==> src/rtl/uart_pkg.sv <==
// Shared types and constants for the UART frame transmitter.
package uart_pkg;

  localparam int unsigned ByteWidth = 8;

  typedef enum logic [1:0] {
    StIdle,
    StWait,
    StSend,
    StDone
  } state_e;

endpackage

==> src/rtl/uart_byte_handshake.sv <==
// Per-byte WAIT/SEND handshake with the UART transmitter; one byte per start/continue cycle.
module uart_byte_handshake
  import uart_pkg::*;
(
  input  logic clk,
  input  logic rst,
  input  logic start,
  input  logic abort,
  input  logic last,
  input  logic uart_busy,
  input  logic uart_send_done,
  output logic uart_send,
  output logic byte_done
);

  state_e state_q, state_d;

  always_ff @(posedge clk or posedge rst) begin
    if (rst) begin
      state_q <= StIdle;
    end else begin
      state_q <= state_d;
    end
  end

  always_comb begin
    state_d   = state_q;
    byte_done = 1'b0;
    unique case (state_q)
      StIdle: if (start) state_d = StWait;
      StWait: if (!uart_busy) state_d = StSend;
      StSend: begin
        // Dropping back to WAIT between bytes guarantees a one-cycle gap on uart_send.
        if (uart_send_done) begin
          byte_done = 1'b1;
          state_d   = last ? StIdle : StWait;
        end
      end
      default: state_d = StIdle;
    endcase
    if (abort) begin
      state_d   = StIdle;
      byte_done = 1'b0;
    end
  end

  assign uart_send = (state_q == StSend);

endmodule

==> src/rtl/uart_frame_tx.sv <==
// Frame sequencer: captures an NBYTES payload and hands it byte-wise to a UART transmitter.
// Define UART_FRAME_CHECKSUM_EN to append an XOR checksum byte after the payload.
module uart_frame_tx
  import uart_pkg::*;
#(
  parameter int unsigned NBYTES    = 5,
  parameter bit          MSB_FIRST = 1'b0
) (
  input  logic                          clk,
  input  logic                          rst,
  input  logic                          send,
  input  logic [ByteWidth*NBYTES-1:0]   data,
  input  logic                          abort,
  output logic                          ready,
  output logic                          send_done,
  output logic [$clog2(NBYTES+1)-1:0]   byte_idx,
  output logic                          uart_send,
  output logic [ByteWidth-1:0]          send_data,
  input  logic                          uart_busy,
  input  logic                          uart_send_done
);

  localparam int unsigned IdxW = $clog2(NBYTES + 1);
`ifdef UART_FRAME_CHECKSUM_EN
  localparam int unsigned NumBytes = NBYTES + 1;
`else
  localparam int unsigned NumBytes = NBYTES;
`endif

  // Frame-level state: StSend covers the whole transfer; the handshake owns WAIT/SEND per byte.
  state_e                      frame_q, frame_d;
  logic [ByteWidth*NBYTES-1:0] shadow_q, shadow_d;
  logic [IdxW-1:0]             idx_q, idx_d;
  logic                        accept;
  logic                        last;
  logic                        byte_done;
  logic [ByteWidth-1:0]        cur_byte;
  int unsigned                 sel;

  assign accept = (frame_q == StIdle) && send && !abort;
  assign last   = (idx_q == IdxW'(NumBytes - 1));

  always_ff @(posedge clk or posedge rst) begin
    if (rst) begin
      frame_q  <= StIdle;
      shadow_q <= '0;
      idx_q    <= '0;
    end else begin
      frame_q  <= frame_d;
      shadow_q <= shadow_d;
      idx_q    <= idx_d;
    end
  end

  always_comb begin
    frame_d  = frame_q;
    shadow_d = shadow_q;
    idx_d    = idx_q;
    unique case (frame_q)
      StIdle: begin
        if (accept) begin
          frame_d  = StSend;
          shadow_d = data;
          idx_d    = '0;
        end
      end
      StSend: begin
        if (byte_done) begin
          if (last) frame_d = StDone;
          else      idx_d   = idx_q + IdxW'(1);
        end
      end
      StDone: begin
        frame_d = StIdle;
        idx_d   = '0;
      end
      default: frame_d = StIdle;
    endcase
    if (abort) begin
      frame_d = StIdle;
      idx_d   = '0;
    end
  end

`ifdef UART_FRAME_CHECKSUM_EN
  logic [ByteWidth-1:0] csum_q, csum_d;

  always_comb begin
    csum_d = csum_q;
    if (accept) begin
      csum_d = '0;
      for (int unsigned i = 0; i < NBYTES; i++) begin
        csum_d = csum_d ^ data[ByteWidth*i +: ByteWidth];
      end
    end
  end

  always_ff @(posedge clk or posedge rst) begin
    if (rst) begin
      csum_q <= '0;
    end else begin
      csum_q <= csum_d;
    end
  end
`endif

  always_comb begin
    sel = 32'(idx_q);
    if (MSB_FIRST) sel = NBYTES - 1 - sel;
    cur_byte = '0;
    for (int unsigned i = 0; i < NBYTES; i++) begin
      if (sel == i) cur_byte = shadow_q[ByteWidth*i +: ByteWidth];
    end
`ifdef UART_FRAME_CHECKSUM_EN
    if (idx_q == IdxW'(NBYTES)) cur_byte = csum_q;
`endif
  end

  uart_byte_handshake u_handshake (
    .clk            (clk),
    .rst            (rst),
    .start          (accept),
    .abort          (abort),
    .last           (last),
    .uart_busy      (uart_busy),
    .uart_send_done (uart_send_done),
    .uart_send      (uart_send),
    .byte_done      (byte_done)
  );

  assign ready     = (frame_q == StIdle);
  assign send_done = (frame_q == StDone) && !abort;
  assign byte_idx  = idx_q;
  assign send_data = (frame_q == StSend) ? cur_byte : '0;

endmodule

==> config.mk <==
export PLATFORM = sky130hd
export DESIGN_NAME = uart_frame_tx
export DESIGN_NICKNAME = d
export VERILOG_FILES = /design/src/rtl/uart_pkg.sv /design/src/rtl/uart_byte_handshake.sv /design/src/rtl/uart_frame_tx.sv
export SDC_FILE = /design/constraint.sdc
export NUM_CORES = 1
export LEC_CHECK = 0
export BUFFER_PORTS_ARGS = -buffer_cell sky130_fd_sc_hd__buf_2
export CORE_MARGIN = 2
export CORE_UTILIZATION = 50
export DETAILED_ROUTE_END_ITERATION = 8
export PLACE_DENSITY = 0.85
export SETUP_SLACK_MARGIN = 0.05
export SYNTH_ARGS = -nofsm -noshare
export SYNTH_HDL_FRONTEND = slang
export SYNTH_SLANG_ARGS = --single-unit
==> constraint.sdc <==
create_clock -name clk -period 4.15 [get_ports clk]
set_input_delay 0.415 -clock clk [delete_from_list [all_inputs] [get_ports clk]]
set_output_delay 0.415 -clock clk [all_outputs]
set_load 0.1 [all_outputs]
-- Word-level counts from Yosys, hierarchy flattened
Cells that the tools add are included.
W data, S select, Z words.
- equal/unequal tests: 15
- muxes and demuxes: 25
- add/sub/neg operators: 1
- reductions and logical operators: 12
- operators with widths (kind ; number):
    $mux W8 ; 6
    $mux W2 ; 8
    $mux W3 ; 4
    $ne A3 B3 Y1 const B ; 4
    $ne A3 B2 Y1 const B ; 3
    $pmux W3 S3 ; 1
    $eq A2 B2 Y1 const B ; 3
    $eq A3 B2 Y1 const B ; 2
    $pmux W2 S3 ; 1
    $reduce_and A3 Y1 ; 2
    $logic_not A2 Y1 ; 2
    $mux W1 ; 4
    $pmux W2 S2 ; 1
    $reduce_and A4 Y1 ; 1
    $reduce_bool A4 Y1 ; 1
    $add A3 B1 Y3 const B ; 1
    $eq A3 B1 Y1 const B ; 1
    $eq A3 B3 Y1 const B ; 1
    $logic_and A1 B1 Y1 ; 3
    $logic_not A3 Y1 ; 1
    $eq A2 B1 Y1 const B ; 1
    $reduce_and A2 Y1 ; 1
    $logic_not A1 Y1 ; 1
- output and inout port bits: 14
- flip-flop bits (word level): 47
- input port bits: 46

-- Longest topological paths before layout
- word-level depth: 7
- depth in mapped cells: 7

-- Hierarchy
Synthesis repeated with hierarchy kept, for this count alone.
- cells, all modules: 196
- area total of the unflattened synthesis: 2344.7 um2
- modules (own cells, without submodules) (module ; cells each ; area each (um2) ; instances):
    uart_frame_tx ; 184 ; 2218.4 ; 1
    uart_byte_handshake ; 12 ; 126.4 ; 1

-- Least setup slack after synthesis
No wires, ideal clock.
- path type: reg2out
- start point: register idx_q[0], in the netlist byte_idx[0]
- end point: output port send_data[0]
- arrival time: 2.879 ns
- stages on the path, launching flop included: 7
- slack: 0.856 ns
- path through: dfrtp_1 ha_1 ha_1 or4b_1 buf_6 a221oi_2 a221o_1
- longest elaborated chain between the ends: 7
- RTL lines (what ; line ; source):
    start, declared ; uart_frame_tx.sv:33 ; logic [IdxW-1:0] idx_q, idx_d;
    start signal, assigned ; uart_frame_tx.sv:51 ; idx_q <= idx_d;
    $logic_not A3 Y1 ; uart_frame_tx.sv:112 ; if (sel == i) cur_byte = shadow_q[ByteWidth*i +: ByteWidth];
    $mux W8 (4 in a row) ; uart_frame_tx.sv:112 ;
    $mux W8 (*) ; uart_frame_tx.sv:112 ;
    $mux W8 (*) ; uart_frame_tx.sv:134 ; assign send_data = (frame_q == StSend) ? cur_byte : '0;
    end, declared ; uart_frame_tx.sv:18 ; output logic [ByteWidth-1:0] send_data,
Mark *: on every way between the ends. The rest lies on a longest branch, timed or not.

-- Final worst setup path
- start point: register idx_q[0], in the netlist byte_idx[0]
- end point: output port send_data[1]
The elaborated chain is that of the path after synthesis.

==> out/metrics.cfg <==
[sta]
worst_slew_pin_slew_ps = 972
tns_ps = 0
clock_skew_ps = 5.48
fmaxAchievable_mhz = 317
fin_crit_ps = 3160
drv_slew = 0
grt_setup_unrepaired = no
layout_setup_ws_ps = 993
slew_headroom = 0.351
hold_violations = 0
finalSetupViolCount = 0
period_share = 0.761

[floorplanning]
core_um2 = 4410
die_y_um = 72.0
io_pins = 60
fp.dieW_um = 72.0
rows = 24
die_area_um2 = 5190
initial_utilization = 0.524

[worst_setup_path]
crit_path_end_kind = primary output
path_class = flop to primary output
reg2reg_to = shadow_q[1]$_DFFE_PP0P_
arrival_ps = 2740
path_max_fanout = 8
start_kind = flop
reg2reg_slack_ps = 2300
r2r-start = frame_q[0]$_DFFE_PP0P_
critPathRequiredTime_ps = 3730
reg2regPathDepth = 3

[cts]
cts_tree = built
cts-resized-gates = 0
cts_root_buffer = clkbuf_8
clkSinkCount = 47
htree_levels = 2
cts_setup_buffers = 0
path_clk_slew_ps = 80
postCtsHoldBufs = 0
clock_latency_ps = 290
cts_buffers = 5
clockBufferDepth = 2

[synthesis]
yosysSeqAreaShare = 0.508
synth_cell_type_count = 33
yosys_warnings = 0
netlist_top_cells_area = dfrtp_1 (51%), mux2_2 (14%), a221oi_2 (5.2%)
synth.avg_cell_area_um2 = 12.1
synth.ff_latch_count = 47
syn_area_um2 = 2310
synth_top_area_share = 0.508
synthCells = 191
yosys.area.top_type = dfrtp_1
syn-num-nets = 242

[global_route]
grt_pass1_vias = 1754
grt_max_degree = 49
overflow = 0
track_usage = 0.215
grt_first_pass_wirelength_mm = 8.40
antenna_found_initial = 0

[drt]
wl_per_cell_um = 17.8
vias = 1738
wl_mm = 5.32
viasPerCell = 5.83
post-route-drc-count = 0
drtPass1Iterations = 4
ant_nets = 0
drt-initial-drc-count = 155

[min_path]
hp-class = primary input to async pin

[finish]
drive_above_1_share = 0.431
n_antenna_cell = 0
mostFrequentLayoutCell = buf_2
area_growth_pct = 17.1
final_cell_mix = buf_2 (59), dfrtp_1 (47), mux2_2 (28)
nNetsFinal = 296

[placed_design]
dp.final_hpwl_mm = 3.79
gp_congestion = 0.864
place_ws_ps = 1330
io_buffer_count = 59

[job]
cap_violations = 0

[pwr]
cellPowerDensity_nw_per_um2 = 412
ir_drop_uv = 165
p_leak_nw = 1.25

[status]
outcome = finished clean

cell families after synthesis:
logic type      count (synthesis)  share of synthesized area
flops                          47                      0.508
mux                            32                      0.156
buf+inv                        27                     0.0573
fa+ha+maj                       5                     0.0270
simple gates                   41                      0.109
compound gates                 39                      0.143
metal layers:
layer  track usage  vias up  routed length (um)
met1         0.279      848                2210
met3        0.0431       16                 290
li1              -      800                   -
met2         0.344       74                2620
met5             0        -                   0
met4         0.111        0                 192
final cells by class:
| class | count | area, um^2 |
|---|---|---|
| clock buffers | 8 | 100 |
| fillers | 368 | 1700 |
| inverters | 14 | 52.6 |
| multi-input cells | 117 | 1010 |
| flip-flops and latches | 47 | 1180 |
| well taps | 52 | 65.1 |
| repair buffers | 60 | 303 |
critical path: stages (launching register included):
cell and delay (ps):
dfrtp_1 460, ha_1 230, ha_1 180, or4b_1 710, a221oi_2 280, a221o_1 160, buf_2 430
synth_stat cells, drive strengths merged:
cell and number:
nor3b 2, a21oi 10, and2 1, o31ai 1, clkbuf 4, o32ai 3, nand3b 10, dfrtp 47
nor4bb 1, a22oi 1, nand4b 1, and3 2, nor2b 2, mux2 32, nand2 11, or4b 1
nor2 5, nand3 1, ha 5, o21ai 8, or3b 1, a221o 8, nor3 2, a221oi 8
buf 9, inv 14, nor4b 1
registers in the layout (all words and copies together), names as in the netlist:
register / cells
byte_idx: 3
u_handshake.state_q: 2
frame_q: 2
shadow_q: 40
report_power, final:
| group | total (mW) | switching [mW] | internal (mW) |
|---|---|---|---|
| clock network | 0.297 | 0.145 | 0.152 |
| logic | 0.245 | 0.149 | 0.0959 |
| registers | 0.576 | 0.0429 | 0.533 |
worst max path at each step:
stage | slack [ps] | depth (start not counted) | start | end
3_3_place_gp | 1440 | 6 | byte_idx[0]$_DFFE_PP0P_ | send_data[1]
6_report | 990 | 6 | byte_idx[0]$_DFFE_PP0P_ | send_data[1]
4_1_cts | 1000 | 6 | byte_idx[0]$_DFFE_PP0P_ | send_data[1]
3_5_place_dp | 1330 | 6 | byte_idx[0]$_DFFE_PP0P_ | send_data[1]
5_1_grt | 890 | 6 | byte_idx[0]$_DFFE_PP0P_ | send_data[1]
2_1_floorplan | 860 | 6 | byte_idx[0]$_DFFE_PP0P_ | send_data[0]
through the flow:
step | total power [mW] | area (um^2) | hold slack, ps | instances | utilization
floorplan | 0.760 | 2310 | 459 | 191 | -
global placement | 0.816 | 2610 | 473 | 290 | 0.592
detailed placement | 0.829 | 2610 | 481 | 290 | 0.592
CTS | 1.12 | 2710 | 332 | 298 | 0.614
global route | 1.17 | 2710 | 333 | 298 | 0.614
finish | 1.12 | 2710 | 336 | 298 | 0.614
(Power assumes the default switching activity.)
